`config.mk`:
```
export PLATFORM = sky130hd
export DESIGN_NAME = i2c_tmp101_read_ctrl
export DESIGN_NICKNAME = d
export VERILOG_FILES = /design/src/rtl/i2c_pkg.sv /design/src/rtl/i2c_quarter_tick.sv /design/src/rtl/i2c_tmp101_read_ctrl.sv
export SDC_FILE = /design/constraint.sdc
export NUM_CORES = 1
export LEC_CHECK = 0
export CAP_MARGIN = 10
export CORE_ASPECT_RATIO = 0.7
export CORE_MARGIN = 4
export CORE_UTILIZATION = 49
export DETAILED_ROUTE_END_ITERATION = 7
export MAX_ROUTING_LAYER = met4
export PLACE_DENSITY = 0.75
export SLEW_MARGIN = 20
export SYNTH_ARGS = -nofsm -noshare
export SYNTH_HDL_FRONTEND = slang
export SYNTH_HIERARCHICAL = 1
export SYNTH_SLANG_ARGS = --single-unit
```
`constraint.sdc`:
```
create_clock -name Clock -period 2.15 [get_ports Clock]
set_clock_uncertainty 0.1 [all_clocks]
set_input_delay 0.645 -clock Clock [delete_from_list [all_inputs] [get_ports Clock]]
set_output_delay 0.645 -clock Clock [all_outputs]
set_load 0.005 [all_outputs]
```
`src/rtl/i2c_pkg.sv`:
```
// rtl/i2c_pkg.sv - shared encodings for the TMP101 I2C read controller
package i2c_pkg;

  typedef enum logic [3:0] {
    IDLE,
    START,
    ADDR,
    ADDR_ACK,
    RD_MSB,
    ACK_MSB,
    RD_LSB,
    NACK_LSB,
    STOP,
    DONE
  } stateT;

  typedef enum logic [1:0] {
    Q0,
    Q1,
    Q2,
    Q3
  } phaseT;

  // TMP101 with ADD0 tied to ground
  localparam logic [6:0] TMP101_ADDR = 7'b1001000;

  localparam logic RW_READ  = 1'b1;
  localparam logic RW_WRITE = 1'b0;

  // Address byte as it goes on the wire: 7-bit address followed by R/W
  function automatic logic [7:0] addrByte(input logic [6:0] addr, input logic rw);
    return {addr, rw};
  endfunction

endpackage

```
`src/rtl/i2c_quarter_tick.sv`:
```
// rtl/i2c_quarter_tick.sv - CLK_DIV divider producing quarter-phase ticks and index
module i2c_quarter_tick
  import i2c_pkg::*;
#(
  parameter int CLK_DIV = 125
) (
  input  logic  Clock,
  input  logic  Reset,
  input  logic  Enable,
  output logic  Tick,
  output phaseT Phase
);

  localparam int DIV_W = (CLK_DIV > 1) ? $clog2(CLK_DIV) : 1;
  localparam logic [DIV_W-1:0] DIV_LAST = DIV_W'(CLK_DIV - 1);

  logic [DIV_W-1:0] divCnt;
  logic [1:0]       phaseCnt;

  // Tick marks the last clock of the current quarter-phase
  assign Tick  = Enable && (divCnt == DIV_LAST);
  assign Phase = phaseT'(phaseCnt);

  // Divider and phase counter; held at zero whenever the controller is idle
  always_ff @(posedge Clock or negedge Reset) begin
    if (!Reset) begin
      divCnt   <= '0;
      phaseCnt <= 2'd0;
    end else if (!Enable) begin
      divCnt   <= '0;
      phaseCnt <= 2'd0;
    end else if (Tick) begin
      divCnt   <= '0;
      phaseCnt <= phaseCnt + 2'd1;
    end else begin
      divCnt   <= divCnt + 1'b1;
    end
  end

endmodule

```
`src/rtl/i2c_tmp101_read_ctrl.sv`:
```
// rtl/i2c_tmp101_read_ctrl.sv - single two-byte TMP101 temperature read sequencer
module i2c_tmp101_read_ctrl
  import i2c_pkg::*;
#(
  parameter int         CLK_DIV    = 125,
  parameter logic [6:0] SLAVE_ADDR = TMP101_ADDR
) (
  input  logic        Clock,
  input  logic        Reset,
  input  logic        Start,
  input  logic        ShiftDataIn,
  output logic        SCL,
  output logic        ReadOrWrite,
  output logic        Select,
  output logic        StartStopAck,
  output logic        ShiftDataOut,
  output logic [15:0] TempData,
  output logic        DataValid,
  output logic        Busy,
  output logic        AckError
);

  localparam logic [7:0] ADDR_BYTE = addrByte(SLAVE_ADDR, RW_READ);

  stateT      state, nextState;
  phaseT      phase;
  logic       tick;
  logic       slotEnd;
  logic       sampleNow;
  logic       byteEnd;
  logic       sclHigh;
  logic [2:0] bitCnt;
  logic [7:0] msbShadow;
  logic [7:0] lsbShadow;

  i2c_quarter_tick #(
    .CLK_DIV(CLK_DIV)
  ) uTick (
    .Clock (Clock),
    .Reset (Reset),
    .Enable(state != IDLE),
    .Tick  (tick),
    .Phase (phase)
  );

  assign slotEnd   = tick && (phase == Q3);
  assign sampleNow = tick && (phase == Q2);
  assign byteEnd   = slotEnd && (bitCnt == 3'd7);
  assign sclHigh   = (phase == Q2) || (phase == Q3);

  // DONE is the hand-off cycle: the result is already in TempData and Busy is down
  assign DataValid = (state == DONE) && !AckError;
  assign Busy      = (state != IDLE) && (state != DONE);

  // State register
  always_ff @(posedge Clock or negedge Reset) begin
    if (!Reset) state <= IDLE;
    else        state <= nextState;
  end

  // Next-state sequencing and SCL/SDA mux control per slot
  always_comb begin
    nextState    = state;
    SCL          = 1'b1;
    ReadOrWrite  = 1'b0;
    Select       = 1'b0;
    StartStopAck = 1'b1;
    ShiftDataOut = 1'b0;
    unique case (state)
      IDLE: begin
        if (Start) nextState = START;
      end
      START: begin
        StartStopAck = !sclHigh;
        if (slotEnd) nextState = ADDR;
      end
      ADDR: begin
        SCL          = sclHigh;
        Select       = 1'b1;
        ShiftDataOut = ADDR_BYTE[3'd7 - bitCnt];
        if (byteEnd) nextState = ADDR_ACK;
      end
      ADDR_ACK: begin
        SCL         = sclHigh;
        ReadOrWrite = 1'b1;
        if (slotEnd) nextState = AckError ? STOP : RD_MSB;
      end
      RD_MSB: begin
        SCL         = sclHigh;
        ReadOrWrite = 1'b1;
        if (byteEnd) nextState = ACK_MSB;
      end
      ACK_MSB: begin
        SCL          = sclHigh;
        StartStopAck = 1'b0;
        if (slotEnd) nextState = RD_LSB;
      end
      RD_LSB: begin
        SCL         = sclHigh;
        ReadOrWrite = 1'b1;
        if (byteEnd) nextState = NACK_LSB;
      end
      NACK_LSB: begin
        SCL = sclHigh;
        if (slotEnd) nextState = STOP;
      end
      STOP: begin
        // SCL rises a quarter before SDA so SDA goes high while SCL is high
        SCL          = (phase != Q0);
        StartStopAck = sclHigh;
        if (slotEnd) nextState = DONE;
      end
      DONE: begin
        nextState = IDLE;
      end
      default: nextState = IDLE;
    endcase
  end

  // Bit counting, sampling of SDA into the shadow bytes, ACK status and result load
  always_ff @(posedge Clock or negedge Reset) begin
    if (!Reset) begin
      bitCnt    <= 3'd0;
      msbShadow <= 8'h00;
      lsbShadow <= 8'h00;
      AckError  <= 1'b0;
      TempData  <= 16'h0000;
    end else begin
      if (state == IDLE && Start) begin
        AckError <= 1'b0;
        bitCnt   <= 3'd0;
      end
      if (sampleNow) begin
        if (state == ADDR_ACK) AckError  <= ShiftDataIn;
        if (state == RD_MSB)   msbShadow <= {msbShadow[6:0], ShiftDataIn};
        if (state == RD_LSB)   lsbShadow <= {lsbShadow[6:0], ShiftDataIn};
      end
      if (slotEnd && (state == ADDR || state == RD_MSB || state == RD_LSB)) begin
        bitCnt <= bitCnt + 3'd1;
      end
      // Load on the way into DONE so TempData is current while DataValid is high
      if (state == STOP && slotEnd && !AckError) begin
        TempData <= {msbShadow, lsbShadow};
      end
    end
  end

endmodule

```
After elaboration in Yosys (flattened, before gate mapping)
Memory sizes are Yosys's and may differ from the RTL's.
Index checks and enable logic that the tools add are counted.
{"block": "classes", "add_sub_neg": 4, "n_mul": 0, "div_mod_pow": 0, "order_cmp": 1, "eq_ne": 24, "n_shift": 0, "mux": 26, "bitwise_logic": 0, "reduce_logical": 24}
{"op": "$mux W4", "count": 10}
{"op": "$pmux W4 S9", "count": 1}
{"op": "$ne A2 B2 Y1 const B", "count": 10}
{"op": "$eq A4 B3 Y1 const B", "count": 4}
{"op": "$mux W7", "count": 2}
{"op": "$logic_and A1 B1 Y1", "count": 10}
{"op": "$reduce_and A9 Y1", "count": 1}
{"op": "$eq A4 B2 Y1 const B", "count": 2}
{"op": "$eq A4 B4 Y1 const B", "count": 2}
{"op": "$add A7 B1 Y7 const B", "count": 1}
{"op": "$eq A7 B7 Y1 const B", "count": 1}
{"op": "$mux W1", "count": 7}
{"op": "$mux W3", "count": 2}
{"op": "$reduce_or A6 Y1", "count": 1}
{"op": "$eq A2 B2 Y1 const B", "count": 2}
{"op": "$eq A4 B1 Y1 const B", "count": 1}
{"op": "$logic_not A4 Y1", "count": 1}
{"op": "$lt A3 B4 Y1 const B", "count": 1}
{"op": "$mux W2", "count": 2}
{"op": "$ne A4 B4 Y1 const B", "count": 1}
{"op": "$reduce_and A2 Y1", "count": 2}
{"op": "$reduce_bool A2 Y1", "count": 2}
{"op": "$reduce_bool A4 Y1", "count": 1}
{"op": "$add A3 B1 Y3 const B", "count": 1}
{"op": "8 further kinds", "count": 11}
{"block": "totals", "ff_bits": 49, "latchBits": 0, "ram_bits": 0, "romBits": 8, "word_cells": 88, "memories": 1}
{"name": "(name not given)", "depth": 8, "word_bits": 1, "rd": 1, "rd_ports_with_merged_regs": 0, "wr": 0, "line_no": "i2c_tmp101_read_ctrl.sv:80", "source": "ShiftDataOut = ADDR_BYTE[3'd7 - bitCnt];"}

Depth between registers and ports, before layout
{"block": "logic_depth", "ltp_word": 6, "ltp_mapped": 9, "depth_no_buf": 7}

Modules after synthesis
Netlist, hierarchy kept.
{"mod": "i2c_tmp101_read_ctrl", "n_inst": 1, "cells_each": 133, "area_per_inst_um2": 1789.2, "seq_area_each_um2": 1001.0}
{"mod": "i2c_quarter_tick", "n_inst": 1, "cells_each": 45, "area_per_inst_um2": 447.9, "seq_area_each_um2": 225.2}

Worst setup path before layout
OpenSTA, ideal clock, no wires.
{"block": "synth_timing", "path_kind": "reg2reg", "from": "register state[1]", "to": "register lsbShadow[0]", "setup_time_ps": 125, "arrival_time_ps": 2148, "required_time_ps": 1925, "setup_slack_ps": -222, "path_stages_with_launch": 9, "period_less_slack_ps": 2372, "path_cell_list": "dfrtp_1 > buf_2 > nor4_1 > inv_1 > inv_1 > nor3_1 > nand3b_1 > nor3_2 > mux2_2"}
{"block": "synth_via", "elab_chain_cells": 4, "word_cells_on_any_way": 5, "cone_classes": "eq/ne: 1; reduce/logical: 4"}
{"item": "from (decl)", "line_no": "i2c_tmp101_read_ctrl.sv:25", "source": "stateT state, nextState;"}
{"item": "from (signal assigned)", "line_no": "i2c_tmp101_read_ctrl.sv:58", "source": "else state <= nextState;"}
{"item": "$reduce_bool A4 Y1", "line_no": "i2c_tmp101_read_ctrl.sv:41", "source": ".Enable(state != IDLE),"}
{"item": "$logic_and A1 B1 Y1", "line_no": "i2c_quarter_tick.sv:21", "source": "assign Tick = Enable && (divCnt == DIV_LAST);"}
{"item": "via tick", "line_no": "i2c_tmp101_read_ctrl.sv:27", "source": "logic tick;"}
{"item": "$logic_and A1 B1 Y1", "line_no": "i2c_tmp101_read_ctrl.sv:47", "source": "assign sampleNow = tick && (phase == Q2);"}
{"item": "$reduce_and A2 Y1 (no line)"}
{"item": "to (signal assigned)", "line_no": "i2c_tmp101_read_ctrl.sv:136", "source": "if (state == RD_LSB) lsbShadow <= {lsbShadow[6:0], ShiftDataIn};"}
{"item": "to (decl)", "line_no": "i2c_tmp101_read_ctrl.sv:34", "source": "logic [7:0] lsbShadow;"}
The timed path passes the listed nets, and every way through them passes these cells.
A chain may end at the register's enable or synchronous reset.

Final worst setup path
{"block": "layout_timing", "from": "register state[0]", "to": "register lsbShadow[6]"}
The elaborated chain is that of the path after synthesis.

==> metrics.txt <==
worst min-delay path category input pin to async pin; Max stage delay on crit path roughly 400 ps; final weighted congestion in routability-driven placement 0.960; overall routed net length just under 6000 µm; core region area between 4000 and 5000 µm²; register area share after synthesis 0.548; post-layout total power between 1 and 1.5 mW; Max H-tree Level 2; number of slew-limit violations in the final report 0; total of warnings raised by yosys 6; Max rail drop VDD between 0.0004 and 0.0005 V; ys async rst share 1.00; Critical Setup Path Class flip-flop to flip-flop; clock root buffer clkbuf_8; FP Rows 20; global-route wire length before repair 8770 µm; total grt overflow 0; top-level I/O count 28; Die Wd 88.8 µm; Register-to-Register Setup Slack -150 ps; first-pass iteration count of the detailed router 4; critical path arrival between 2000 and 2500 ps; vias in the first global route about 1.8k; Worst path slowest cell dfrtp_1; Maximum Capacitance Violations 0; final-report setup violation count 36; CP required around 2200 ps; kind of launch point of the worst setup path flip-flop; CP top delay family buffers and inverters; reg-to-reg critical path startpoint state[0]; depth of the worst register-to-register path 11; number of enable flip-flop cells after synthesis 0; maximum fanout encountered on the critical timing path 8; post-synthesis average cell area 12.6 µm²; number of buffer and inverter instances along the worst setup path 6; end of the worst register-to-register path lsbShadow[6]; total clock sinks slightly below 50; net count after synthesis around 190; Hold Fails Final Rpt 0; cell leakage power between 1.5 and 2 nW; clock period minus worst slack 2300 ps; half-perimeter wire length of the detailed placement result ~3400 µm; CP Capture Type flip-flop; All-Layer GR Usage 0.202; Via Count 1760; Tightest Pin Transition around 600 ps; maximum number of pins on one net before global-route repair 50; initial standard-cell utilization of the core 0.511; crit share post-route 1.07; failing checks setup timing; clock tree from TritonCTS yes; PwrDens roughly 440 nW/µm²; status finished with violations; number of hold buffers added after cts 0; source-to-sink clock delay at the later pin of the worst-skew pair between 200 and 300 ps; count of nets after finishing between 200 and 300; FF+latch count, synth between 40 and 50; Syn-to-layout area delta 49.3%; RSZ-0062 raised after global routing true; timing-limited maximum frequency 0.434 GHz; antenna cells 0; Main synth FF type dfrtp_1; antenna violations before repair 0; routed length per placed instance roughly 19 µm; worst path cell trace buf_6, buf_8, nor4_4, inv_1, inv_2, nor3_4, nand3b_1, buf_6, nor3_4, buf_12, mux2_4; unique cell type count in the Yosys netlist 39; Post-Synthesis Cell Area about 2200 µm²; worst hold margin approximately 330 ps; ratio of cells with drive above 1 in the final layout 0.516; Via density between 5 and 6; post-layout worst setup margin -155 ps; buffer depth of the longest clock path 2; worst slew margin relative to its limit 0.599; count of nets left with antenna violations after detail routing 0; area enclosed by the die boundary roughly 5700 µm²; Port-buffer cells 27; register clock-pin slew on the reported worst setup and hold paths 90 ps; Residual DRC 0; Inserted Clock Buffers 5; synthesized instance count around 180; violation count after the first detailed-route iteration around 140; die height around 65 µm
-- state kept, by name, indices dropped and copies added (netlist names) --
name          flops
uTick/divCnt      7
AckError          1
state             4
uTick/Phase       2
msbShadow         8
lsbShadow         8
TempData         16
bitCnt            3
-- metrics by stage --
| stage | area (µm²) | cells | setup WS [ps] | utilization | setup TNS [ps] |
|---|---|---|---|---|---|
| final | 3340 | 313 | -155 | 0.763 | -3540 |
| after global routing | 3340 | 313 | -200 | 0.763 | -5560 |
| after CTS | 3150 | 303 | -125 | 0.720 | -864 |
| after detailed placement | 2810 | 282 | -145 | 0.642 | -1130 |
| after global placement | 2810 | 282 | -121 | 0.642 | -294 |
| after floorplan | 2280 | 178 | 3.53 | - | 0 |
-- power by group --
| group | internal [mW] | total (mW) | switching, mW |
|---|---|---|---|
| Sequential | 0.921 | 0.921 | 0 |
| Combinational | 0.00518 | 0.0242 | 0.0190 |
| Clock | 0.225 | 0.525 | 0.300 |
| Total | 1.15 | 1.47 | 0.319 |
-- worst max path at each step --
| stage | startpoint | to | depth (start not counted) |
|---|---|---|---|
| 6_report | state[0] | lsbShadow[6] | 11 |
| 5_1_grt | state[1] | SCL | 4 |
| 4_1_cts | state[2] | SCL | 4 |
| 3_5_place_dp | state[1] | SCL | 4 |
| 3_3_place_gp | state[1] | SCL | 4 |
| 2_1_floorplan | uTick/divCnt[0] | TempData[10] | 8 |
-- worst register-to-register path, cell delays in order, from the launching register on --
cell	delay [ps]
dfrtp_1	400
buf_6	130
buf_8	120
nor4_4	50
inv_1	90
inv_2	50
nor3_4	180
nand3b_1	220
buf_6	190
nor3_4	190
buf_12	160
mux2_4	300
-- cell families (layout without fill, tap and decap cells) --
group,Yosys count,after routing,synth area share
muxes,36,36,0.181
buffers and inverters,12,92,0.0246
and+or+nand+nor,49,49,0.134
AOI/OAI and AO/OA,24,24,0.0744
DFF,49,49,0.548
xor gates and xnor gates,4,4,0.0157
adders and majority gates,4,4,0.0224
-- cell type report --
type	instances	area, µm²
Tap cell	55	68.8
Sequential cell	49	1230
Fill cell	251	1040
Inverter	7	26.3
Clock buffer	5	68.8
Multi-Input combinational cell	117	1220
Timing Repair Buffer	77	714
Clock inverter	3	17.5
-- cell usage after synthesis, types with 3 or more instances --
| cell | number | area share |
|---|---|---|
| inv_1 | 7 | 0.012 |
| nand4_1 | 3 | 0.0084 |
| xor2_1 | 3 | 0.012 |
| mux2_2 | 36 | 0.18 |
| nor3_1 | 5 | 0.011 |
| ha_1 | 4 | 0.022 |
| nor2_1 | 14 | 0.023 |
| nand2b_1 | 5 | 0.014 |
| o21ai_0 | 7 | 0.016 |
| dfrtp_1 | 49 | 0.55 |
| nand2_1 | 3 | 0.0050 |
| nand3_1 | 5 | 0.011 |
-- per-layer routing --
layer  part of all wire  routed length, µm  global-route usage  up-vias
met1               0.42               2470               0.264      893
met4              0.011                 63              0.0434        0
li1                   -                  -                   -      797
met3              0.050                292              0.0432        8
met2               0.52               3000               0.328       62
met5                  0                  0                   -        -
-- timing repair --
action,4_1_cts,5_1_grt
resized for setup,61,28
pin swaps,13,9
setup buffers,14,9
gates cloned,0,1
endpoints found under the setup margin,23,43
-- cells in the final DEF, fill, tap and decap left out, types with 5 or more instances in the layout --
cell,count
o21ai_0,6
clkbuf_8,5
buf_4,35
mux2_2,9
buf_6,9
clkdlybuf4s50_1,19
mux2_4,27
dfrtp_1,49
buf_2,5
nor2_1,9
(Power assumes the default switching activity.)
